===== src/rtl/rst_gen_pkg.sv =====
// Shared definitions for the reset sequencer: state encodings, status width,
// and small elaboration-time helpers.
package rst_gen_pkg;

  typedef enum logic [2:0] {
    ST_WAIT_LOCK = 3'd0,
    ST_STABLE    = 3'd1,
    ST_HOLD      = 3'd2,
    ST_STAGGER   = 3'd3,
    ST_RUN       = 3'd4
  } rst_state_e;

  localparam int unsigned          LOCK_CNT_W   = 8;
  localparam logic [LOCK_CNT_W-1:0] LOCK_CNT_MAX = '1;

  // Smallest n with 2**n >= value; returns 0 for value <= 1.
  function automatic int unsigned clog2(input int unsigned value);
    int unsigned result;
    result = 0;
    while (result < 32 && (64'd1 << result) < 64'(value)) begin
      result++;
    end
    return result;
  endfunction

  function automatic int unsigned max2(input int unsigned a, input int unsigned b);
    return (a > b) ? a : b;
  endfunction

  // Counter width that can hold 0..max_count-1, never narrower than one bit.
  function automatic int unsigned cnt_width(input int unsigned max_count);
    return (clog2(max_count) > 0) ? clog2(max_count) : 1;
  endfunction

endpackage


===== src/rtl/rst_gen_sync.sv =====
// Multi-flop synchroniser with asynchronous active-low clear. Used both to
// synchronise reset deassertion (d_i tied high) and to bring MMCM lock into the clock domain.
module rst_sync #(
  parameter int unsigned SYNC_STAGES = 3
) (
  input  logic clk_i,
  input  logic rst_n_i,
  input  logic d_i,
  output logic q_o
);

  logic [SYNC_STAGES-1:0] sync_q;

  // NOTE: non-blocking assignments make every stage sample the previous stage's
  // old value, which is what turns this into a shift chain rather than a wire.
  always_ff @(posedge clk_i or negedge rst_n_i) begin
    if (!rst_n_i) begin
      sync_q <= '0;
    end else begin
      sync_q <= {sync_q[SYNC_STAGES-2:0], d_i};
    end
  end

  assign q_o = sync_q[SYNC_STAGES-1];

endmodule


===== src/rtl/rst_gen.sv =====
// Reset sequencer behind the MMCM: waits for a stable lock, holds reset, then
// releases the domains one at a time and pulls them all back on lock loss.
module rst_gen
  import rst_gen_pkg::*;
#(
  parameter int unsigned SYNC_STAGES     = 3,
  parameter int unsigned LOCK_STABLE_CYC = 1024,
  parameter int unsigned RST_HOLD_CYC    = 16,
  parameter int unsigned STAGGER_CYC     = 4,
  parameter int unsigned NUM_RST         = 2
) (
  input  logic                  i_clk,
  input  logic                  i_rst_n,
  input  logic                  i_mmcm_locked,
  output logic [NUM_RST-1:0]    o_rst_n,
  output logic                  o_ready,
  output logic [LOCK_CNT_W-1:0] o_lock_lost_cnt
);

  localparam int unsigned MAX_CYC = max2(max2(LOCK_STABLE_CYC, RST_HOLD_CYC), STAGGER_CYC);
  localparam int unsigned CNT_W   = cnt_width(MAX_CYC);
  localparam int unsigned IDX_W   = cnt_width(NUM_RST);

  localparam logic [CNT_W-1:0] STABLE_LAST  = CNT_W'(LOCK_STABLE_CYC - 1);
  localparam logic [CNT_W-1:0] HOLD_LAST    = CNT_W'(RST_HOLD_CYC - 1);
  localparam logic [CNT_W-1:0] STAGGER_LAST = CNT_W'(STAGGER_CYC - 1);
  localparam logic [CNT_W-1:0] CNT_ONE      = CNT_W'(1);
  localparam logic [IDX_W-1:0] IDX_ONE      = IDX_W'(1);
  localparam logic [LOCK_CNT_W-1:0] LOST_ONE = LOCK_CNT_W'(1);

  logic rst_s_n;
  logic locked_s;

  rst_sync #(.SYNC_STAGES(SYNC_STAGES)) u_rst_sync (
    .clk_i   (i_clk),
    .rst_n_i (i_rst_n),
    .d_i     (1'b1),
    .q_o     (rst_s_n)
  );

  rst_sync #(.SYNC_STAGES(SYNC_STAGES)) u_lock_sync (
    .clk_i   (i_clk),
    .rst_n_i (rst_s_n),
    .d_i     (i_mmcm_locked),
    .q_o     (locked_s)
  );

  rst_state_e              state_q, state_d;
  logic [CNT_W-1:0]        cnt_q, cnt_d;
  logic [IDX_W-1:0]        idx_q, idx_d;
  logic [NUM_RST-1:0]      rst_n_q, rst_n_d;
  logic                    ready_q, ready_d;
  logic [LOCK_CNT_W-1:0]   lost_q, lost_d;

  always_ff @(posedge i_clk or negedge rst_s_n) begin
    if (!rst_s_n) begin
      state_q <= ST_WAIT_LOCK;
      cnt_q   <= '0;
      idx_q   <= '0;
      rst_n_q <= '0;
      ready_q <= 1'b0;
      lost_q  <= '0;
    end else begin
      state_q <= state_d;
      cnt_q   <= cnt_d;
      idx_q   <= idx_d;
      rst_n_q <= rst_n_d;
      ready_q <= ready_d;
      lost_q  <= lost_d;
    end
  end

  // NOTE: every output of this block gets a default first, so no branch can
  // leave a signal unassigned and infer a latch.
  always_comb begin
    state_d = state_q;
    cnt_d   = cnt_q;
    idx_d   = idx_q;
    rst_n_d = rst_n_q;
    ready_d = ready_q;
    lost_d  = lost_q;

    if (state_q != ST_WAIT_LOCK && !locked_s) begin
      // Lock loss overrides every counter condition, including a due release.
      state_d = ST_WAIT_LOCK;
      cnt_d   = '0;
      idx_d   = '0;
      rst_n_d = '0;
      ready_d = 1'b0;
      if ((state_q == ST_STAGGER || state_q == ST_RUN) && lost_q != LOCK_CNT_MAX) begin
        lost_d = lost_q + LOST_ONE;
      end
    end else begin
      unique case (state_q)
        ST_WAIT_LOCK: begin
          if (locked_s) begin
            state_d = ST_STABLE;
            cnt_d   = '0;
          end
        end
        ST_STABLE: begin
          if (cnt_q == STABLE_LAST) begin
            state_d = ST_HOLD;
            cnt_d   = '0;
          end else begin
            cnt_d = cnt_q + CNT_ONE;
          end
        end
        ST_HOLD: begin
          if (cnt_q == HOLD_LAST) begin
            rst_n_d[0] = 1'b1;
            cnt_d      = '0;
            idx_d      = '0;
            if (NUM_RST == 1) begin
              state_d = ST_RUN;
              ready_d = 1'b1;
            end else begin
              state_d = ST_STAGGER;
            end
          end else begin
            cnt_d = cnt_q + CNT_ONE;
          end
        end
        ST_STAGGER: begin
          if (cnt_q == STAGGER_LAST) begin
            cnt_d = '0;
            idx_d = idx_q + IDX_ONE;
            for (int i = 1; i < NUM_RST; i++) begin
              if (i == int'(idx_q) + 1) begin
                rst_n_d[i] = 1'b1;
              end
            end
            if (int'(idx_q) + 2 == NUM_RST) begin
              state_d = ST_RUN;
              ready_d = 1'b1;
            end
          end else begin
            cnt_d = cnt_q + CNT_ONE;
          end
        end
        ST_RUN: begin
          state_d = ST_RUN;
        end
        default: begin
          state_d = ST_WAIT_LOCK;
          cnt_d   = '0;
          idx_d   = '0;
          rst_n_d = '0;
          ready_d = 1'b0;
        end
      endcase
    end
  end

  assign o_rst_n         = rst_n_q;
  assign o_ready         = ready_q;
  assign o_lock_lost_cnt = lost_q;

endmodule

===== config.mk =====
export PLATFORM = sky130hd
export DESIGN_NAME = rst_gen
export DESIGN_NICKNAME = d
export VERILOG_FILES = /design/src/rtl/rst_gen_pkg.sv /design/src/rtl/rst_gen_sync.sv /design/src/rtl/rst_gen.sv
export SDC_FILE = /design/constraint.sdc
export NUM_CORES = 1
export LEC_CHECK = 0
export ABC_AREA = 0
export ABC_CLOCK_PERIOD_IN_PS = 1060
export CAP_MARGIN = 30
export CORE_ASPECT_RATIO = 1.75
export CORE_MARGIN = 2
export CORE_UTILIZATION = 51
export DETAILED_ROUTE_END_ITERATION = 10
export HOLD_SLACK_MARGIN = 0.1
export PLACE_DENSITY_LB_ADDON = 0.05
export REMOVE_ABC_BUFFERS = 1
export SLEW_MARGIN = 20
export SYNTH_ARGS = -nofsm -noshare
export SYNTH_HDL_FRONTEND = slang
export SYNTH_SLANG_ARGS = --single-unit

===== constraint.sdc =====
create_clock -name i_clk -period 1.06 [get_ports i_clk]
set_clock_uncertainty 0.15 [all_clocks]
set_input_delay 0.212 -clock i_clk [delete_from_list [all_inputs] [get_ports i_clk]]
set_output_delay 0.212 -clock i_clk [all_outputs]
set_load 0.01 [all_outputs]

==> metrics.yaml, run 1 <==
run_status:
  status: "finished with violations"
  violations: "negative setup slack"
grt:
  grt_max_degree: 28
  grt_first_pass_wirelength_mm: 7.33
  overflow: 0
  first_global_vias: 1612
  grt_usage_pct: 28.6
  antenna_found_initial: 0
synth:
  syn_inst: 158
  synth_cell_types: 48
  synth.area.top_cells: "dfrtp_1 (48%), nand2_1 (3.8%), nor2_1 (3.3%), a22o_1 (2.8%), xor2_1 (2.8%)"
  synthArstFlopShare_pct: 100
  synthMuxAreaShare_pct: 2.07
  yosys.area.top_type_share_pct: 47.7
  synth_fa_ha_area_share_pct: 1.59
  postSynthAreaPerCell_um2: 9.95
  synth_ff_type: "dfrtp_1"
  synth-edff-count: 0
  synthSimpleGateAreaFrac_pct: 25.0
  synth_compound_area_share_pct: 15.0
  synth-xor-area-share_pct: 4.46
  seq_area_frac_synth_pct: 47.7
  yosysWarnings: 0
  netlist_area_um2: 1570
  yosysTopAreaCell: "dfrtp_1"
  synth_top_family_by_area: "simple AND/OR/NAND/NOR gates"
  synth_seq_cells: 30
timing:
  hold_viol_final: 0
  setup_slack_ns: -0.953
  min_period_over_period_pct: 190
  setup-violations-final: 35
  rsz0062_at_grt: "true"
  timing.fmax_ghz: 0.497
  fin_crit_ns: 2.01
  slew_viol_final: 0
setup_path:
  path_buf_inv: 2
  crit_path_top_delay_cell: "or4_4"
  crit_family: "simple AND/OR/NAND/NOR gates"
  critPathKind: "flop to flop"
  path_cells: "or4_4 -> o31ai_4 -> o21ai_2 -> buf_4 -> buf_6 -> a22o_1"
  crit_path_end_kind: "flop"
  crit_required_ns: 1.08
  reg2reg_depth: 6
  arrival_ns: 2.04
  critical_path.max_fanout: 6
  start_kind: "flop"
  cp_slowest_stage_delay_ns: 0.56
  r2r_slack_ns: -0.95
  crit_path_start: "cnt_q[7]"
  r2r-start: "cnt_q[7]"
  timing.rr.end: "cnt_q[9]"
cts:
  clk_latency_ns: 0.28
  cts.clk_slew.worst_paths_ns: 0.07
  cts-root-buf: "clkbuf_8"
  cts_tree: "done"
  cts-buffers-inserted: 5
  h-tree-depth: 2
  cts_hold_buf: 1
  clk_path_buf_depth: 2
  cts_sinks: 30
placement:
  dp_hpwl_mm: 3.05
  place_inst: 240
  portBuffers: 13
  gp_congestion: 0.902
power:
  ir_drop_uv: 745
  power_mw: 2.49
  p_per_area_nw_per_um2: 967
  power_leakage_nw: 1.31
floorplanning:
  rows: 26
  die_w_um: 46.0
  die_h_um: 77.5
  boundaryPins: 14
  core_region_area_um2: 2930
  start_util_pct: 53.7
  die-area_um2: 3560
finish:
  layout.cells.non_filler: 266
  drive_above_1_share_pct: 50.4
  multi_input_area_um2: 945
  antenna_cells: 0
  nNetsFinal: 242
  utilization_pct: 87.9
  nFillCells: 128
  syn_to_final_growth_pct: 63.6
  register_area_um2: 751
routing:
  dr.pass1.iters: 4
  drt_iter0_drc: 70
  route.detailed.drc: 0
  vias: 1616
  post_drt_wl_per_cell_um: 19.5
  viasPerCell: 6.08
  ant_nets: 0
  wl_mm: 5.19
run:
  maxCapViolations: 0
min_path:
  hold_class: "flop to asynchronous set/reset pin"
-- worst register-to-register path: cells and delay by family, from the launching register on --
kind	cells	cell delay (ns)
buffers and inverters	2	0.28
flip-flops	1	0.38
AO/OA/AOI/OAI	3	0.53
AND/OR/NAND/NOR	1	0.56
-- where the power goes --
part	leakage, nW	internal, mW	switching, mW
logic	0.864	0.152	0.165
clock network	0.0482	0.523	0.438
registers	0.401	1.18	0.0345
total	1.31	1.85	0.637
-- flip-flops by register name (all words and copies together), names as in the netlist --
| name | cells |
|---|---|
| o_lock_lost_cnt | 8 |
| u_rst_sync.sync_q | 3 |
| idx_q | 1 |
| cnt_q | 10 |
| o_rst_n | 2 |
| u_lock_sync.sync_q | 3 |
| state_q | 3 |
-- what timing repair did --
action	CTS	global route
gates resized for setup	89	30
endpoints found under the hold margin	30	27
buffers inserted	9	11
pin swaps	9	14
cloned	0	1
setup endpoints to repair	35	35
-- worst max path at each step --
| stage | cells past startpoint | end |
|---|---|---|
| after detailed placement | 6 | state_q[1] |
| after floorplan | 5 | cnt_q[9] |
| after global placement | 6 | state_q[1] |
| after global routing | 7 | o_lock_lost_cnt[7] |
| after CTS | 6 | cnt_q[9] |
| final | 6 | cnt_q[9] |
-- synthesized netlist by cell type (all sizes together) (3+ instances only) --
master and instances:
a21oi 5, xnor2 3, nand3 6, nor3 8, nand2b 4, xor2 5, nand4 4, buf 5
a31oi 5, a22o 5, nand2 16, clkbuf 4, o21ai 8, nor2b 4, nor2 14, dfrtp 30
-- routing by layer --
layer  up-vias  global-route usage, %  part of all wire, %
met3        25                   5.35                  3.8
met5         -                      0                    0
met2        66                   52.5                   57
li1        722                      -                    -
met1       803                   27.6                   34
met4         0                   14.6                  4.7
-- layout by cell type (no fill, tap or decap), types with 2 or more instances in the layout --
| cell type | n |
|---|---|
| xnor2_1 | 2 |
| nor2b_2 | 2 |
| clkbuf_8 | 6 |
| nor3_1 | 5 |
| nor3_4 | 3 |
| xor2_1 | 5 |
| o21ai_1 | 2 |
| clkdlybuf4s50_1 | 2 |
| nor2_4 | 2 |
| nand2b_1 | 4 |
| nand4_4 | 2 |
| a22o_1 | 5 |
| nor2b_1 | 2 |
| nand2_1 | 13 |
| o21ai_2 | 3 |
| buf_12 | 2 |
| nand4_1 | 2 |
| o21ai_0 | 3 |
| nand2_4 | 2 |
| nand3_1 | 4 |
| buf_4 | 47 |
| and3_4 | 2 |
| dfrtp_1 | 30 |
| or2_2 | 2 |
| nor2_1 | 11 |
| inv_1 | 2 |
| a31oi_1 | 5 |
| a21oi_2 | 2 |
| nor4_1 | 2 |
| o22ai_1 | 2 |
| buf_6 | 28 |
| a21oi_1 | 3 |
-- metrics by stage --
| stage | setup slack, ns | TNS [ns] | area (um^2) | hold WS, ns |
|---|---|---|---|---|
| 2_1_floorplan | -0.984 | -19.15 | 1520 | -0.234 |
| 5_1_grt | -1.04 | -24.05 | 2570 | 0.0807 |
| 4_1_cts | -0.976 | -21.36 | 2410 | 0.0777 |
| 3_3_place_gp | -0.938 | -22.50 | 2070 | 0.0698 |
| 6_report | -0.953 | -22.45 | 2570 | 0.0682 |
| 3_5_place_dp | -1.01 | -23.87 | 2070 | 0.0810 |
-- kinds of logic (layout without fill, tap and decap cells) --
family          Yosys count  in the layout
fa+ha+maj                 2              2
flops                    30             30
xor+xnor                  8              8
other cells               1              1
buf+inv                  11             91
simple gates             70             70
compound gates           33             33
mux                       3              3
-- final cells by class --
cell class                 instances  share of cell area [%]
multi-input combinational        117                    36.7
tap                               28                    1.36
sequential                        30                    29.2
clock inverter                     1                   0.195
timing repair buffer              81                    28.9
inverter                           2                   0.292
clock buffer                       7                    3.36
(Power assumes the default switching activity.)
==> inputs of run 2 (changes only) <==
--- a/config.mk
+++ b/config.mk
@@ -8,9 +8,11 @@
 export ABC_AREA = 0
 export ABC_CLOCK_PERIOD_IN_PS = 1060
 export CAP_MARGIN = 30
+export CELL_PAD_IN_SITES_DETAIL_PLACEMENT = 1
+export CELL_PAD_IN_SITES_GLOBAL_PLACEMENT = 1
 export CORE_ASPECT_RATIO = 1.75
 export CORE_MARGIN = 2
-export CORE_UTILIZATION = 51
+export CORE_UTILIZATION = 40
 export DETAILED_ROUTE_END_ITERATION = 10
 export HOLD_SLACK_MARGIN = 0.1
 export PLACE_DENSITY_LB_ADDON = 0.05
==> metrics.yaml, run 2 (synthesis results as in run 1) <==
run_status:
  status: "finished with violations"
  violations: "negative setup slack"
finish:
  layout_commonest_cell: "buf_4"
  syn_to_final_growth_pct: 72.6
  stdcell_area_um2: 2710  # +5.5%
  drive_above_1_share_pct: 55.0  # +4.6 points
  regMostFlops: "cnt_q"
  multi_input_area_um2: 988  # +4.6%
  register_area_um2: 751  # unchanged
  largest_register_ffs: 10  # unchanged
  final_cell_mix: "buf_4 (58), dfrtp_1 (30), buf_6 (26)"
  utilization_pct: 70.9  # -17 points
  antenna_cells: 0  # unchanged
  nFillCells: 385  # +200%
  nNetsFinal: 254  # +5.0%
cts:
  h-tree-depth: 2  # unchanged
  clk_path_buf_depth: 2  # unchanged
  cts-buffers-inserted: 5  # unchanged
  cts.clk_slew.worst_paths_ns: 0.07  # about the same
  cts_tree: "done"
  cts_sinks: 30  # unchanged
  cts_hold_buf: 1  # unchanged
  cts-root-buf: "clkbuf_8"
  clk_latency_ns: 0.30  # +0.02 ns
timing:
  rsz0062_at_grt: "true"
  setup_slack_ns: -1.04  # -0.0901 ns
  slew_viol_final: 0  # unchanged
  min_period_over_period_pct: 198  # +8.5 points
  setup-violations-final: 35  # unchanged
  whs_ns: 0.0797  # +0.0115 ns
  setup_tns_ns: -24.45  # -2.01 ns
  timing.fmax_ghz: 0.476  # -4.3%
  hold_viol_final: 0  # unchanged
  fin_crit_ns: 2.10  # +0.0901 ns
floorplanning:
  boundaryPins: 14  # unchanged
  die_h_um: 87.0  # +12%
  rows: 30  # +15%
  die_w_um: 51.4  # +12%
  core_region_area_um2: 3830  # +31%
  die-area_um2: 4470  # +25%
  start_util_pct: 41.1  # -13 points
setup_path:
  critPathKind: "flop to flop"
  start_kind: "flop"
  crit_required_ns: 1.09  # about the same
  arrival_ns: 2.13  # +0.09 ns
  crit_path_end_kind: "flop"
  critical_path.max_fanout: 3  # -3
grt:
  grt_first_pass_wirelength_mm: 9.81  # +34%
  grt_usage_pct: 30.8  # +2.2 points
  met1_usage_pct: 27.3  # -0.31 points
  grt.busiest_layer: "met2"
  antenna_found_initial: 0  # unchanged
  overflow: 0  # unchanged
  first_global_vias: 1900  # +18%
  use_met3_pct: 5.15  # -0.19 points
  grt_max_degree: 28  # unchanged
  grtUsageMet2_pct: 61.2  # +8.7 points
power:
  ir_drop_uv: 798  # +7.2%
  power_leakage_nw: 1.37  # +4.3%
  p_per_area_nw_per_um2: 917  # -5.2%
routing:
  route.detailed.drc: 0  # unchanged
  viasPerCell: 5.77  # -5.1%
  vias: 1713  # +6.0%
  dr.pass1.iters: 4  # unchanged
  wl_mm: 7.35  # +42%
  post_drt_wl_per_cell_um: 24.7  # +27%
  drt_iter0_drc: 59  # -16%
  ant_nets: 0  # unchanged
min_path:
  hold_class: "flop to asynchronous set/reset pin"
placement:
  portBuffers: 13  # unchanged
  dp_hpwl_mm: 3.90  # +28%
  gp_congestion: 0.827  # -8.3%
  dpl_cell_area_um2: 2140  # +3.4%
run:
  maxCapViolations: 0  # unchanged
-- run 2: cell count changes in the layout (fill, tap and decap cells not counted), sizes merged --
cell and delta:
clkbuf -2, buf +12, clkinv +1
-- run 2: worst paths after layout --
path | cells after the start | slack, ns | end | from
max in group asynchronous | 2 | 0.06 | u_rst_sync.sync_q[2] | i_rst_n
min in group i_clk | 0 | 0.22 | u_lock_sync.sync_q[1] | u_lock_sync.sync_q[0]
worst min register to register | 1 | 0.08 | u_lock_sync.sync_q[1] | u_rst_sync.sync_q[2]
worst max register to register | 6 | -1.04 | state_q[1] | cnt_q[6]
worst max-delay path | 6 | -1.04 | state_q[1] | cnt_q[6]
worst min-delay path | 1 | 0.08 | u_lock_sync.sync_q[1] | u_rst_sync.sync_q[2]
-- run 2: per-stage QoR --
stage          setup slack [ns]  total power [mW]  std cells
2_1_floorplan            -0.984              1.34        149
6_report                  -1.04              2.49        297
3_5_place_dp              -1.03              1.49        266
3_3_place_gp             -0.973              1.48        266
5_1_grt                   -1.13              2.56        297
4_1_cts                  -0.937              2.42        286
-- run 2: timing repair --
item / CTS / global route
endpoints found under the setup margin: 35 / 35
pin swaps: 23 / 24
setup buffers: 13 / 16
hold endpoints to repair: 30 / 24
gates resized for setup: 104 / 18
-- run 2: per-layer routing --
metal	share of wire (%)	vias to the layer above	routed length (um)
li1	-	747	-
met1	33	875	2450
met2	59	65	4340
met3	2.9	26	211
met4	4.7	0	347
met5	0	-	0
-- run 2: worst max-delay path, cell delays in order, from the launching register on --
cell and delay, ns:
dfrtp_1 0.39, or4_4 0.58, buf_6 0.16, nor4b_4 0.27, nand2_1 0.12, a22oi_1 0.22
nor2_1 0.09
-- run 2: cell type report --
type | count | share of cell area, %
multi-input cells | 117 | 36.4
flip-flops and latches | 30 | 27.7
clock inverters | 2 | 0.369
well taps | 48 | 2.21
clock buffers | 5 | 2.54
inverters | 2 | 0.277
repair buffers | 93 | 30.5
-- run 2: power by group --
part | total (mW) | internal, mW | switching [mW]
registers | 1.22 | 1.18 | 0.0439
clock network | 0.925 | 0.440 | 0.485
logic | 0.344 | 0.166 | 0.178
